==> src/rtl/alu_md_controller.sv <==
// alu_md_controller
//   ALU operation decode for the EX stage plus an iterative RV32M/RV64M
//   multiply/divide engine. The base ALU decode is purely combinational;
//   M-extension ops are handed to a one-bit-per-cycle engine and the
//   controller raises md_busy so the hazard unit stalls IF/ID/EX.
//
// Ports
//   clk        rising-edge clock
//   reset      asynchronous, active-low reset
//   ALUOp      00 LW/SW/AUIPC, 01 branch, 10 R/I-type, 11 JAL/JALR/LUI
//   Funct7     instr[31:25]
//   Funct3     instr[14:12]
//   IsRType    1 = R-type; gates the M decode
//   Operation  ALU/MD operation select (bit 4 set = M op), combinational
//   in_valid   EX presents an M op with operands
//   in_ready   engine can accept (idle and out of reset)
//   flush      abort any in-flight M op
//   SrcA/SrcB  rs1/rs2 values
//   out_valid  md_result valid, held until out_ready
//   out_ready  consumer takes the result
//   md_result  M op result
//   md_busy    stall request to the hazard unit
//   dbg_state  current engine state (IDLE=0, CALC=1, FIXUP=2, DONE=3)
//
// Handshake: a transfer happens on a rising edge where valid and ready are
// both high. Once out_valid rises it stays high, with md_result unchanged,
// until that transfer (or a flush/reset). in_ready only depends on the
// engine state, never on in_valid.
module alu_md_controller #(
  parameter int XLEN = 32,
  parameter int OP_W = 5
) (
  input  logic            clk,
  input  logic            reset,
  input  logic [1:0]      ALUOp,
  input  logic [6:0]      Funct7,
  input  logic [2:0]      Funct3,
  input  logic            IsRType,
  output logic [OP_W-1:0] Operation,
  input  logic            in_valid,
  output logic            in_ready,
  input  logic            flush,
  input  logic [XLEN-1:0] SrcA,
  input  logic [XLEN-1:0] SrcB,
  output logic            out_valid,
  input  logic            out_ready,
  output logic [XLEN-1:0] md_result,
  output logic            md_busy,
  output logic [1:0]      dbg_state
);

  localparam int CNT_W = $clog2(XLEN);
  localparam logic [XLEN-1:0] SMIN = {1'b1, {(XLEN-1){1'b0}}};
  localparam logic [6:0] F7_BASE = 7'b0000000;
  localparam logic [6:0] F7_ALT  = 7'b0100000;
  localparam logic [6:0] F7_MD   = 7'b0000001;

  typedef enum logic [1:0] {
    ST_IDLE  = 2'd0,
    ST_CALC  = 2'd1,
    ST_FIXUP = 2'd2,
    ST_DONE  = 2'd3
  } state_t;

  state_t r_state;
  state_t w_state_nxt;

  // ---------------------------------------------------------------------
  // Operation decode
  // ---------------------------------------------------------------------
  logic [4:0] w_op5;

  always_comb begin
    w_op5 = 5'b00000;
    case (ALUOp)
      2'b00: w_op5 = 5'b00010;                               // address add
      2'b01: begin
        case (Funct3)
          3'b000:  w_op5 = 5'b01000;                         // BEQ
          3'b001:  w_op5 = 5'b01010;                         // BNE
          3'b100:  w_op5 = 5'b01011;                         // BLT
          3'b101:  w_op5 = 5'b01100;                         // BGE
          default: w_op5 = 5'b00000;
        endcase
      end
      2'b10: begin
        case (Funct3)
          3'b000:  w_op5 = (Funct7 == F7_ALT) ? 5'b00011 : 5'b00010;
          3'b001:  w_op5 = (Funct7 == F7_BASE) ? 5'b00101 : 5'b00000;
          3'b010:  w_op5 = (Funct7 == F7_BASE) ? 5'b00111 : 5'b00000;
          3'b100:  w_op5 = (Funct7 == F7_BASE) ? 5'b00100 : 5'b00000;
          3'b101: begin
            if (Funct7 == F7_BASE)     w_op5 = 5'b00110;     // SRL
            else if (Funct7 == F7_ALT) w_op5 = 5'b01001;     // SRA
            else                       w_op5 = 5'b00000;
          end
          3'b110:  w_op5 = 5'b00001;                         // OR
          3'b111:  w_op5 = 5'b00000;                         // AND
          default: w_op5 = 5'b00000;                         // SLTU not mapped
        endcase
      end
      default: w_op5 = (Funct3 == 3'b000) ? 5'b01111 : 5'b01101;  // JALR / JAL
    endcase
    // M ops only exist on true R-type encodings; an I-type immediate whose
    // top bits happen to read 0000001 must still decode as the base op.
    if (ALUOp == 2'b10 && IsRType && Funct7 == F7_MD)
      w_op5 = {2'b10, Funct3};
  end

  assign Operation = OP_W'(w_op5);

  // ---------------------------------------------------------------------
  // Operand conditioning at accept
  // ---------------------------------------------------------------------
  logic            w_accept;
  logic            w_a_signed;
  logic            w_b_signed;
  logic            w_neg_a;
  logic            w_neg_b;
  logic [XLEN-1:0] w_abs_a;
  logic [XLEN-1:0] w_abs_b;
  logic            w_div_zero;
  logic            w_div_ovf;
  logic            w_special;

  // Flush beats a simultaneous accept.
  assign w_accept   = in_valid && in_ready && w_op5[4] && !flush;

  // Signed rs1: MUL/MULH/MULHSU, DIV, REM. Signed rs2: MUL/MULH, DIV, REM.
  assign w_a_signed = Funct3[2] ? !Funct3[0] : (Funct3[1:0] != 2'b11);
  assign w_b_signed = Funct3[2] ? !Funct3[0] : !Funct3[1];
  assign w_neg_a    = w_a_signed && SrcA[XLEN-1];
  assign w_neg_b    = w_b_signed && SrcB[XLEN-1];
  assign w_abs_a    = w_neg_a ? -SrcA : SrcA;
  assign w_abs_b    = w_neg_b ? -SrcB : SrcB;

  assign w_div_zero = Funct3[2] && (SrcB == '0);
  assign w_div_ovf  = Funct3[2] && !Funct3[0] && (SrcA == SMIN) && (SrcB == '1);
  assign w_special  = w_div_zero || w_div_ovf;

  // ---------------------------------------------------------------------
  // Iteration datapath
  //   r_hi:r_lo is the product for multiplies (r_lo starts as |rs1| and is
  //   shifted out as product bits shift in) and remainder:quotient for
  //   divides (r_lo starts as |dividend| and quotient bits shift in).
  //   r_b holds |rs2|, the multiplicand or the divisor.
  // ---------------------------------------------------------------------
  logic [CNT_W-1:0] r_cnt;
  logic [XLEN-1:0]  r_hi;
  logic [XLEN-1:0]  r_lo;
  logic [XLEN-1:0]  r_b;
  logic [2:0]       r_f3;
  logic             r_neg_a;
  logic             r_neg_b;

  logic [XLEN:0]    w_mul_sum;
  logic [XLEN:0]    w_div_shift;
  logic [XLEN:0]    w_div_diff;

  assign w_mul_sum   = {1'b0, r_hi} + (r_lo[0] ? {1'b0, r_b} : '0);
  assign w_div_shift = {r_hi, r_lo[XLEN-1]};
  // A set top bit means the trial subtraction went negative (restore).
  assign w_div_diff  = w_div_shift - {1'b0, r_b};

  // Sign fix-up and result select
  logic [2*XLEN-1:0] w_prod;
  logic [2*XLEN-1:0] w_prod_s;
  logic [XLEN-1:0]   w_quo_s;
  logic [XLEN-1:0]   w_rem_s;
  logic [XLEN-1:0]   w_fix_result;

  always_comb begin
    w_prod       = {r_hi, r_lo};
    w_prod_s     = (r_neg_a ^ r_neg_b) ? -w_prod : w_prod;
    w_quo_s      = (r_neg_a ^ r_neg_b) ? -r_lo : r_lo;
    w_rem_s      = r_neg_a ? -r_hi : r_hi;
    w_fix_result = '0;
    case (r_f3)
      3'b000:                 w_fix_result = w_prod_s[XLEN-1:0];
      3'b001, 3'b010, 3'b011: w_fix_result = w_prod_s[2*XLEN-1:XLEN];
      3'b100, 3'b101:         w_fix_result = w_quo_s;
      default:                w_fix_result = w_rem_s;
    endcase
  end

  always_ff @(posedge clk or negedge reset) begin
    if (!reset) begin
      r_cnt     <= '0;
      r_hi      <= '0;
      r_lo      <= '0;
      r_b       <= '0;
      r_f3      <= '0;
      r_neg_a   <= 1'b0;
      r_neg_b   <= 1'b0;
      md_result <= '0;
    end else begin
      case (r_state)
        ST_IDLE: begin
          if (w_accept) begin
            r_f3  <= Funct3;
            r_cnt <= CNT_W'(XLEN - 1);
            r_b   <= w_abs_b;
            if (w_div_zero) begin
              // Preload the architectural answer; FIXUP passes it through.
              r_lo    <= '1;
              r_hi    <= SrcA;
              r_neg_a <= 1'b0;
              r_neg_b <= 1'b0;
            end else if (w_div_ovf) begin
              r_lo    <= SrcA;
              r_hi    <= '0;
              r_neg_a <= 1'b0;
              r_neg_b <= 1'b0;
            end else begin
              r_lo    <= w_abs_a;
              r_hi    <= '0;
              r_neg_a <= w_neg_a;
              r_neg_b <= w_neg_b;
            end
          end
        end
        ST_CALC: begin
          if (r_f3[2]) begin
            if (!w_div_diff[XLEN]) begin
              r_hi <= w_div_diff[XLEN-1:0];
              r_lo <= {r_lo[XLEN-2:0], 1'b1};
            end else begin
              r_hi <= w_div_shift[XLEN-1:0];
              r_lo <= {r_lo[XLEN-2:0], 1'b0};
            end
          end else begin
            r_hi <= w_mul_sum[XLEN:1];
            r_lo <= {w_mul_sum[0], r_lo[XLEN-1:1]};
          end
          if (r_cnt != '0)
            r_cnt <= r_cnt - CNT_W'(1);
        end
        ST_FIXUP: begin
          if (!flush)
            md_result <= w_fix_result;
        end
        default: ;
      endcase
    end
  end

  // ---------------------------------------------------------------------
  // Control FSM
  // ---------------------------------------------------------------------
  always_ff @(posedge clk or negedge reset) begin
    if (!reset) r_state <= ST_IDLE;
    else        r_state <= w_state_nxt;
  end

  always_comb begin
    w_state_nxt = r_state;
    in_ready    = 1'b0;
    out_valid   = 1'b0;
    md_busy     = 1'b0;
    case (r_state)
      ST_IDLE: begin
        in_ready = reset;
        if (w_accept)
          w_state_nxt = w_special ? ST_FIXUP : ST_CALC;
      end
      ST_CALC: begin
        if (r_cnt == '0)
          w_state_nxt = ST_FIXUP;
      end
      ST_FIXUP: w_state_nxt = ST_DONE;
      default: begin
        out_valid = 1'b1;
        if (out_ready)
          w_state_nxt = ST_IDLE;
      end
    endcase
    // Stall as soon as an M op shows up, before it is even accepted.
    md_busy = reset && ((r_state != ST_IDLE) || (in_valid && w_op5[4]));
    if (flush)
      w_state_nxt = ST_IDLE;
  end

  assign dbg_state = r_state;

endmodule

==> config.mk <==
export PLATFORM = sky130hd
export DESIGN_NAME = alu_md_controller
export DESIGN_NICKNAME = d
export VERILOG_FILES = /design/src/rtl/alu_md_controller.sv
export SDC_FILE = /design/constraint.sdc
export NUM_CORES = 1
export LEC_CHECK = 0
export CAP_MARGIN = 20
export CORE_MARGIN = 2
export CORE_UTILIZATION = 35
export CTS_CLUSTER_DIAMETER = 150
export DETAILED_ROUTE_END_ITERATION = 6
export HOLD_SLACK_MARGIN = 0.06
export PLACE_DENSITY = 0.54
export RECOVER_POWER = 100
export SYNTH_ARGS = -nofsm -noshare
export SYNTH_HDL_FRONTEND = slang
export SYNTH_SLANG_ARGS = --single-unit
==> constraint.sdc <==
create_clock -name clk -period 3.45 [get_ports clk]
set_clock_uncertainty 0.05 [all_clocks]
set_input_delay 0.345 -clock clk [delete_from_list [all_inputs] [get_ports clk]]
set_output_delay 0.345 -clock clk [all_outputs]
set_load 0.1 [all_outputs]
# --- After elaboration in Yosys (flattened, before gate mapping) ---
# Cells that the tools add are included.
op_classes:
  add_sub_neg: 8
  mul: 0
  div_mod_pow: 0
  magnitude_cmp: 0
  eq_ne: 23
  shift: 0
  mux: 46
  n_bitwise: 2
  reduce_logical: 37
op_table:
  columns: ["operator", "n"]
  rows:
  - ["$mux W32", 13]
  - ["$neg A32 Y32", 4]
  - ["$pmux W32 S2", 2]
  - ["$pmux W32 S3", 1]
  - ["$eq A32 B32 Y1 const B", 2]
  - ["$mux W64", 1]
  - ["$neg A64 Y64", 1]
  - ["$add A32 B32 Y33", 1]
  - ["$sub A33 B32 Y33", 1]
  - ["$logic_not A32 Y1", 1]
  - ["$pmux W4 S6", 1]
  - ["$pmux W4 S4", 1]
  - ["$eq A3 B3 Y1 const B", 5]
  - ["$mux W5", 3]
  - ["$logic_and A1 B1 Y1", 13]
  - ["$mux W2", 6]
  - ["$pmux W4 S3", 1]
  - ["$mux W1", 10]
  - ["$pmux W5 S2", 1]
  - ["$reduce_bool A5 Y1", 2]
  - ["$eq A3 B2 Y1 const B", 3]
  - ["$mux W3", 3]
  - ["$mux W4", 2]
  - ["$eq A7 B1 Y1 const B", 1]
  - ["other kinds (21)", 37]
word_totals:
  ff_bits: 140
  latchBits: 0
  mem_bits_rw: 0
  romBits: 0
  output_inout_bits: 42
  memories: 0

# --- Depth between registers and ports, before layout ---
# Gate-level depths: netlist (run 1).
logic_depth:
  word_depth: 11
  ltp_mapped: 15

# --- Worst setup path after synthesis (run 1) ---
# Ideal clock, no wire load.
synth_timing:
  path_kind: "input port to output port"
  startpoint: "input Funct7[3]"
  endpoint: "output md_busy"
  arrival_ns: 4.709
  required_ns: 3.055
  path_slack_ns: -1.654
  cell_stages: 4
  path_buffers: 0
  cell_sequence: "or4_1 > nor3_2 > nand2_1 > a21boi_0"
synth_between:
  elab_chain_cells: 6
synth_rtl:
  columns: ["element", "line_no", "source"]
  rows:
  - ["start, declared", "36", "input logic [6:0] Funct7,"]
  - ["$eq A7 B1 Y1", "106", "if (ALUOp == 2'b10 && IsRType && Funct7 == F7_MD)"]
  - ["$logic_and A1 B1 Y1", "106", null]
  - ["$mux W5", "106", null]
  - ["via Operation[4]", "39", "output logic [OP_W-1:0] Operation,"]
  - ["$logic_and A1 B1 Y1", "278", "md_busy = reset && ((r_state != ST_IDLE) || (in_valid && w_op5[4]));"]
  - ["$logic_or A1 B1 Y1", "278", null]
  - ["$logic_and A1 B1 Y1", "278", null]
  - ["end, declared", "48", "output logic md_busy,"]
# The timed path passes the listed nets, and every way through them passes these cells.

# --- Worst setup path in the final report (run 1) ---
layout_timing:
  startpoint: "register r_lo[31]"
  endpoint: "register r_hi[31]"
layout_between:
  elab_chain_cells: 4
layout_rtl:
  columns: ["element", "line_no", "source"]
  rows:
  - ["start, declared", "150", "logic [XLEN-1:0] r_lo;"]
  - ["start signal, assigned", "210", "r_lo <= SrcA;"]
  - ["start signal, assigned", "215", "r_lo <= w_abs_a;"]
  - ["start signal, assigned", "226", "r_lo <= {r_lo[XLEN-2:0], 1'b1};"]
  - ["$sub A33 B32 Y33", "163", "assign w_div_diff = w_div_shift - {1'b0, r_b};"]
  - ["$mux W32", "224", "if (!w_div_diff[XLEN]) begin"]
  - ["$mux W32", "223", "if (r_f3[2]) begin"]
  - ["$pmux W32 S2", "197", "case (r_state)"]
  - ["end signal, assigned", "225", "r_hi <= w_div_diff[XLEN-1:0];"]
  - ["end signal, assigned", "228", "r_hi <= w_div_shift[XLEN-1:0];"]
  - ["end signal, assigned", "232", "r_hi <= w_mul_sum[XLEN:1];"]
  - ["end, declared", "149", "logic [XLEN-1:0] r_hi;"]
# Every way passes these cells.
# A chain may end at the register's enable or synchronous reset.

==> run metrics, run 1 <==
Critical path buffers and inverters 2; Tot GR Track Use 25.9%; CTS root buffer clkbuf_16; Tightest Pin Transition 1.73 ns; Syn Inst Count 1,912; Area Growth Syn to Fin 32.7%; number of synthesized flops with an enable pin 0; synth unique cells 85; met3 WL 3350 um; Setup Crit Path Kind flop to flop; Sink Count 140; P per Cell Area 369 nW/um2; nets 2,390; TritonRoute pass-1 iters 6; data required time at the worst endpoint 3.79 ns; overall power 0.00705 W; largest net degree at the start of global routing 114; dpl cells 2,727; post-synthesis register bit count 140; filler cell count 4,146; final wirelength 55,400 um; Final Hold Viols 0; VDD IR-drop max 0.257 mV; Residual DRC 0; Vias per Instance 5.61; top-area cell type share of the netlist area 24.3%; most frequent CP cell a21oi_2; Final Slew Violations 143; f_max 0.288 GHz; CTS buffer count 17; main area contributors after synthesis dfrtp_1 24%, xnor2_1 7.2%, ha_1 6.5%, nand2_1 6.5%, o21ai_0 6.4%; Top Family by Delay on Critical Path compound AO/OA/AOI/OAI gates; Max-Cap Viols 2; Synthesized Nets 2,071; I/O pin count 124; mapped cell area 14,400 um2; 1st-iter DRT viols 1,247; IO Port Bufs 123; Final min period 3.48 ns; Die Ht 207 um; Max FO, Critical Path 7; initial antenna violation count 0; H-tree depth 4; GP Congestion 0.980; site row count 74; Mean Syn Cell Area 7.53 um2; Worst slew margin -15.2%; Worst Hold Class flop to flop; dpl hpwl 43,700 um; Post-synth ARST share 100%; clock slew at reported path FFs 0.07 ns; Metal-1 WL 25,500 um; ranking of synthesized cells by instance count 250 x nand2_1, 183 x o21ai_0, 167 x nor2_1; Startpoint Class flop; Starting Density 35.4%; grt total ovfl 0; failing checks capacitance limit, slew limit, setup timing; Max stage delay cell, worst path mux2_4; CP endpoint kind flop; Max Used Layer met4; Vias 15,600; top_reg_cell synth dfrtp_1; slowest stage delay, CP 0.39 ns; diodes inserted 0; vias in the first global route 15,100; RSZ-0062 raised after global routing yes; Leak 8.01 nW; Crit path arrival time 3.82 ns; Tcrit/Tclk final 101%; layout cells sized above 1 19.5%; chip width 207 um; Worst-Skew Late Latency 0.45 ns; clk buf depth 2; first-pass GRT wire length 85,300 um; most common cell in the netlist nand2_1; final setup margin -0.0255 ns; YS warnings 0; CTS tree built; die area 42,800 um2; met2 routed WL 25,400 um; Core Area 40,700 um2; final cell count without fillers 2,774; ANT nets after route 0; outcome finished, violations left; final setup vio count 4; CP cell instances inv_1 -> ha_1 -> fa_2 -> nand2b_4 -> a21oi_2 -> a21oi_2 -> o21ai_2 -> a41oi_2 -> o21ba_2 -> mux2_4 -> buf_6 -> or2_2 -> o31a_1 -> nand2_1; area leader, netlist dfrtp_1; sequential fraction of the synthesis area 24.3%; wire length per cell 20.0 um
==> tightest hold or removal path, stage by stage, from the launching register on <==
cell and delay, ns:
dfrtp_1 0.34, nand2_1 0.04, o21ai_0 0.06
==> final cells by class <==
cell class	count	area, um2	share of cell area (%)
Tap cell	532	666	3.48
Multi-Input combinational cell	1570	10500	54.8
Timing Repair Buffer	430	3600	18.8
Sequential cell	140	3510	18.3
Clock buffer	19	453	2.37
Inverter	72	273	1.43
Clock inverter	11	144	0.753
==> timing repair <==
| item | in CTS | in global routing |
|---|---|---|
| pin swaps | 20 | 30 |
| hold buffers | 1 | 0 |
| endpoints found under the hold margin | 51 | 0 |
| gates cloned | 2 | 0 |
| setup endpoints to repair | 34 | 33 |
| setup buffers | 7 | 6 |
| gates resized for setup | 34 | 56 |
==> path summary, 6_finish.rpt <==
kind / startpoint / to / slack [ns] / cells past startpoint
setup reg to reg: r_lo[31] / r_hi[31] / -0.03 / 14
hold reg to reg: md_result[15] / md_result[15] / 0.42 / 2
max in group asynchronous: reset / r_hi[16] / 1.13 / 3
setup / recovery: r_lo[31] / r_hi[31] / -0.03 / 14
hold / removal: md_result[15] / md_result[15] / 0.42 / 2
min in group asynchronous: reset / r_cnt[3] / 0.96 / 3
==> cells by family (layout without fill, tap and decap cells) <==
group           Yosys count  in the layout  synth area share [%]
fa+ha+maj                77             77                  6.79
simple gates            648            648                  21.0
buf+inv                 203            532                  5.41
mux                      53             54                  3.83
flops                   140            140                  24.3
xor+xnor                194            194                  11.8
compound gates          597            597                  26.8
==> layout by cell type, fill, tap and decap left out, types with 18 or more instances in the layout <==
| master | n |
|---|---|
| nand3_1 | 28 |
| xor2_1 | 74 |
| nor2_1 | 163 |
| clkdlybuf4s50_1 | 78 |
| nand2_1 | 250 |
| xnor2_1 | 117 |
| o21ai_0 | 167 |
| o311ai_0 | 24 |
| a21oi_1 | 124 |
| or3_1 | 21 |
| dfrtp_1 | 137 |
| o31ai_1 | 27 |
| mux2i_1 | 35 |
| o21ai_1 | 18 |
| nor3_1 | 44 |
| a21o_1 | 28 |
| buf_4 | 279 |
| dlygate4sd3_1 | 38 |
| ha_1 | 73 |
| inv_1 | 68 |
| a31oi_1 | 20 |
==> sequential cells by signal, indices dropped and copies added, names as in the netlist <==
register   count
r_hi          32
r_lo          32
r_neg_b        1
md_result     32
r_f3           3
dbg_state      2
r_cnt          5
r_b           32
r_neg_a        1
==> power breakdown <==
part           switching [W]  internal [W]  leakage (nW)
sequential          0.000211       0.00178          1.83
combinational        0.00172       0.00136          5.89
clock               0.000808       0.00117         0.295
total                0.00274       0.00431          8.01
==> per-stage QoR <==
step	setup TNS (ns)	util, %	hold WS (ns)	setup slack [ns]	cell area (um2)
after floorplan	-0.919	-	-0.000591	-0.460	14400
after global placement	-6.92	44.6	0.412	-0.377	18200
after detailed placement	-9.76	44.6	0.421	-0.409	18200
after CTS	-0.0510	46.6	0.435	-0.0510	19000
after global routing	-3.08	46.9	0.438	-0.158	19100
final	-0.0599	46.9	0.421	-0.0255	19100
==> routing by layer <==
| layer | GRT usage (%) | up-vias |
|---|---|---|
| li1 | - | 7571 |
| met3 | 2.65 | 68 |
| met4 | 7.62 | 0 |
| met1 | 36.3 | 7421 |
| met5 | 0 | - |
| met2 | 42.3 | 514 |
Power figures use the tool's default switching activity.
==> inputs of run 2 (changes only) <==
--- a/config.mk
+++ b/config.mk
@@ -8,11 +8,13 @@
 export CAP_MARGIN = 20
 export CORE_MARGIN = 2
 export CORE_UTILIZATION = 35
+export CTS_BUF_LIST = sky130_fd_sc_hd__clkbuf_8
 export CTS_CLUSTER_DIAMETER = 150
 export DETAILED_ROUTE_END_ITERATION = 6
 export HOLD_SLACK_MARGIN = 0.06
-export PLACE_DENSITY = 0.54
+export PLACE_DENSITY = 0.52
 export RECOVER_POWER = 100
+export SLEW_MARGIN = 20
 export SYNTH_ARGS = -nofsm -noshare
 export SYNTH_HDL_FRONTEND = slang
 export SYNTH_SLANG_ARGS = --single-unit
==> constraint.sdc (replaced) <==
create_clock -name clk -period 3.3 [get_ports clk]
set_clock_uncertainty 0.05 [all_clocks]
set_input_delay 0.33 -clock clk [delete_from_list [all_inputs] [get_ports clk]]
set_output_delay 0.33 -clock clk [all_outputs]
set_load 0.1 [all_outputs]
==> run 2 against run 1 <==
Effect of this change: the run still ends with capacitance limit, slew limit, setup timing left; critical path type unchanged; non-clock buffer count increased by 87; sequential share of layout area decreased by 0.86 points; cell count increased by 3.2%; clock power decreased by 22%; largest cell class unchanged; register-to-register slack got worse by 0.19 ns; maximum frequency decreased by 1.0%; final area increased by 5.1%; global-route usage increased by 1.0 points; largest power group unchanged; via count increased by 2.7%; clock-buffer cell count unchanged.
==> run metrics, run 2 (same netlist as run 1, synthesis figures left out) <==
RSZ-0062 raised after global routing yes; f_max 0.285 GHz (-1.0%); CTS root buffer clkbuf_8; P per Cell Area 358 nW/um2 (-3.1%); Startpoint Class flop; Final min period 3.51 ns (+0.0367 ns); VDD IR-drop max 0.243 mV (-5.5%); Final Slew Violations 141 (-1.4%); Worst Hold Class flop to flop; Core Area 40,700 um2 (unchanged); Sink Count 140 (unchanged); Tot GR Track Use 27.0% (+1.0 points); clock slew at reported path FFs 0.09 ns (+0.02 ns); Vias 16,000 (+2.7%); CTS buffer count 17 (unchanged); Max FO, Critical Path 5 (-2); diodes inserted 0 (unchanged); Vias per Instance 5.59 (-0.47%); switching power 0.00296 W (+8.0%); first-pass GRT wire length 88,400 um (+3.6%); TritonRoute pass-1 iters 7 (+1); Crit path arrival time 3.87 ns (+0.05 ns); wire length per cell 20.1 um (+0.56%); CP endpoint kind flop; die area 42,800 um2 (unchanged); outcome finished, violations left; GP Congestion 0.950 (-3.1%); ANT nets after route 0 (unchanged); chip width 207 um (unchanged); combinational group share of total power 50.2% (+6.5 points); Die Ht 207 um (unchanged); Area Growth Syn to Fin 39.4%; vias in the first global route 15,300 (+1.5%); placed cell areas 18,700 um2 (+2.9%); largest net degree at the start of global routing 141 (+24%); final setup vio count 11 (+7); WHS 0.427 ns (+0.00561 ns); internal power 0.00423 W (-2.0%); IO Port Bufs 123 (unchanged); failing checks capacitance limit, slew limit, setup timing; commonest non-fill, non-tap cells in the layout 360 x buf_4, 246 x nand2_1, 160 x nor2_1; Sw Ratio 41.2% (+2.3 points); dpl hpwl 45,000 um (+3.0%); CTS tree built; grt total ovfl 0 (unchanged); clock share of power 21.3% (-6.7 points); Worst-Skew Late Latency 0.53 ns (+0.08 ns); nets 2,477 (+3.6%); initial antenna violation count 0 (unchanged); final wirelength 57,500 um (+3.8%); layout cells sized above 1 25.4% (+5.8 points); site row count 74 (unchanged); clk buf depth 2 (unchanged); Worst slew margin -43.1% (-28 points); Setup Crit Path Kind flop to flop; commonest non-fill, non-tap cell in the layout buf_4; Leak 8.44 nW (+5.3%); Tightest Pin Transition 2.15 ns (+0.419 ns); Max-Cap Viols 1 (-1); H-tree depth 4 (unchanged); Starting Density 35.4% (unchanged); final instance area 20,100 um2 (+5.1%); final setup margin -0.212 ns (-0.187 ns); I/O pin count 124 (unchanged); Residual DRC 0 (unchanged); data required time at the worst endpoint 3.66 ns (-0.13 ns); 1st-iter DRT viols 1,239 (-0.64%); sequential power share 28.5% (+0.2 points); Tcrit/Tclk final 106% (+5.7 points); Final Hold Viols 0 (unchanged)
-- run 2: cell count changes in the layout (fill, tap and decap cells not counted), sizes merged --
cell and delta:
inv +2, dlymetal6s4s -1, bufinv -1, mux2 -1, dlygate4sd3 -1, clkbuf -3
clkinvlp +2, buf +92, clkinv -1
-- run 2: repair_timing --
item	4_1_cts	5_1_grt
cloned	0	2
setup buffers	14	27
pin swaps	37	64
gates resized for setup	90	97
setup endpoints to repair	39	51
hold buffers	1	0
endpoints found under the hold margin	101	0
-- run 2: worst max-delay path: stages (launching register included) --
cell	delay [ns]
dfrtp_2	0.47
inv_4	0.13
nor2_2	0.07
ha_1	0.32
a211oi_2	0.08
nor2_1	0.19
a211oi_2	0.10
buf_4	0.16
o31ai_4	0.30
a31oi_4	0.16
o311ai_4	0.37
a2111oi_2	0.12
nor3_1	0.20
buf_4	0.13
mux2_2	0.32
a32o_1	0.22
-- run 2: final timing paths --
path	startpoint	end	slack [ns]	cells past startpoint
min in group asynchronous	reset	dbg_state[1]	1.43	3
max in group asynchronous	reset	r_lo[0]	0.23	3
worst max-delay path	r_lo[0]	r_hi[28]	-0.21	15
worst min register to register	md_result[24]	md_result[24]	0.43	2
worst max register to register	r_lo[0]	r_hi[28]	-0.21	15
worst min-delay path	md_result[24]	md_result[24]	0.43	2
-- run 2: cell type report --
type	instances	area, um2
inverter	72	275
sequential	140	3510
multi-input combinational	1569	10900
fill	4061	20700
tap	532	666
clock inverter	12	136
timing repair inverter	1	6.26
timing repair buffer	517	4370
clock buffer	19	262
-- run 2: power groups by stage --
stage / clock network [W] / registers [W] / logic, W
3_3_place_gp: 0 / 0.00207 / 0.00316
2_1_floorplan: 0 / 0.00216 / 0.00173
5_1_grt: 0.00163 / 0.00206 / 0.00389
3_5_place_dp: 0 / 0.00207 / 0.00318
4_1_cts: 0.00156 / 0.00204 / 0.00336
6_report: 0.00153 / 0.00205 / 0.00360
-- run 2: through the flow --
stage	std cells	setup WS (ns)	util, %	total power, W	setup TNS [ns]
2_1_floorplan	1912	-0.0370	-	0.00389	-0.140
3_3_place_gp	2787	-0.304	45.9	0.00523	-8.37
3_5_place_dp	2787	-0.342	45.9	0.00525	-10.96
4_1_cts	2833	-0.123	48.0	0.00696	-1.54
5_1_grt	2862	-0.297	49.3	0.00758	-5.65
6_report	2862	-0.212	49.3	0.00718	-0.602
-- run 2: per-layer routing --
layer / up-vias / track usage (%) / wire (um)
met5: - / 0 / 0
met4: 0 / 9.42 / 1750
met3: 77 / 2.68 / 2840
met2: 473 / 43.9 / 26300
met1: 7688 / 37.3 / 26600
li1: 7754 / - / -
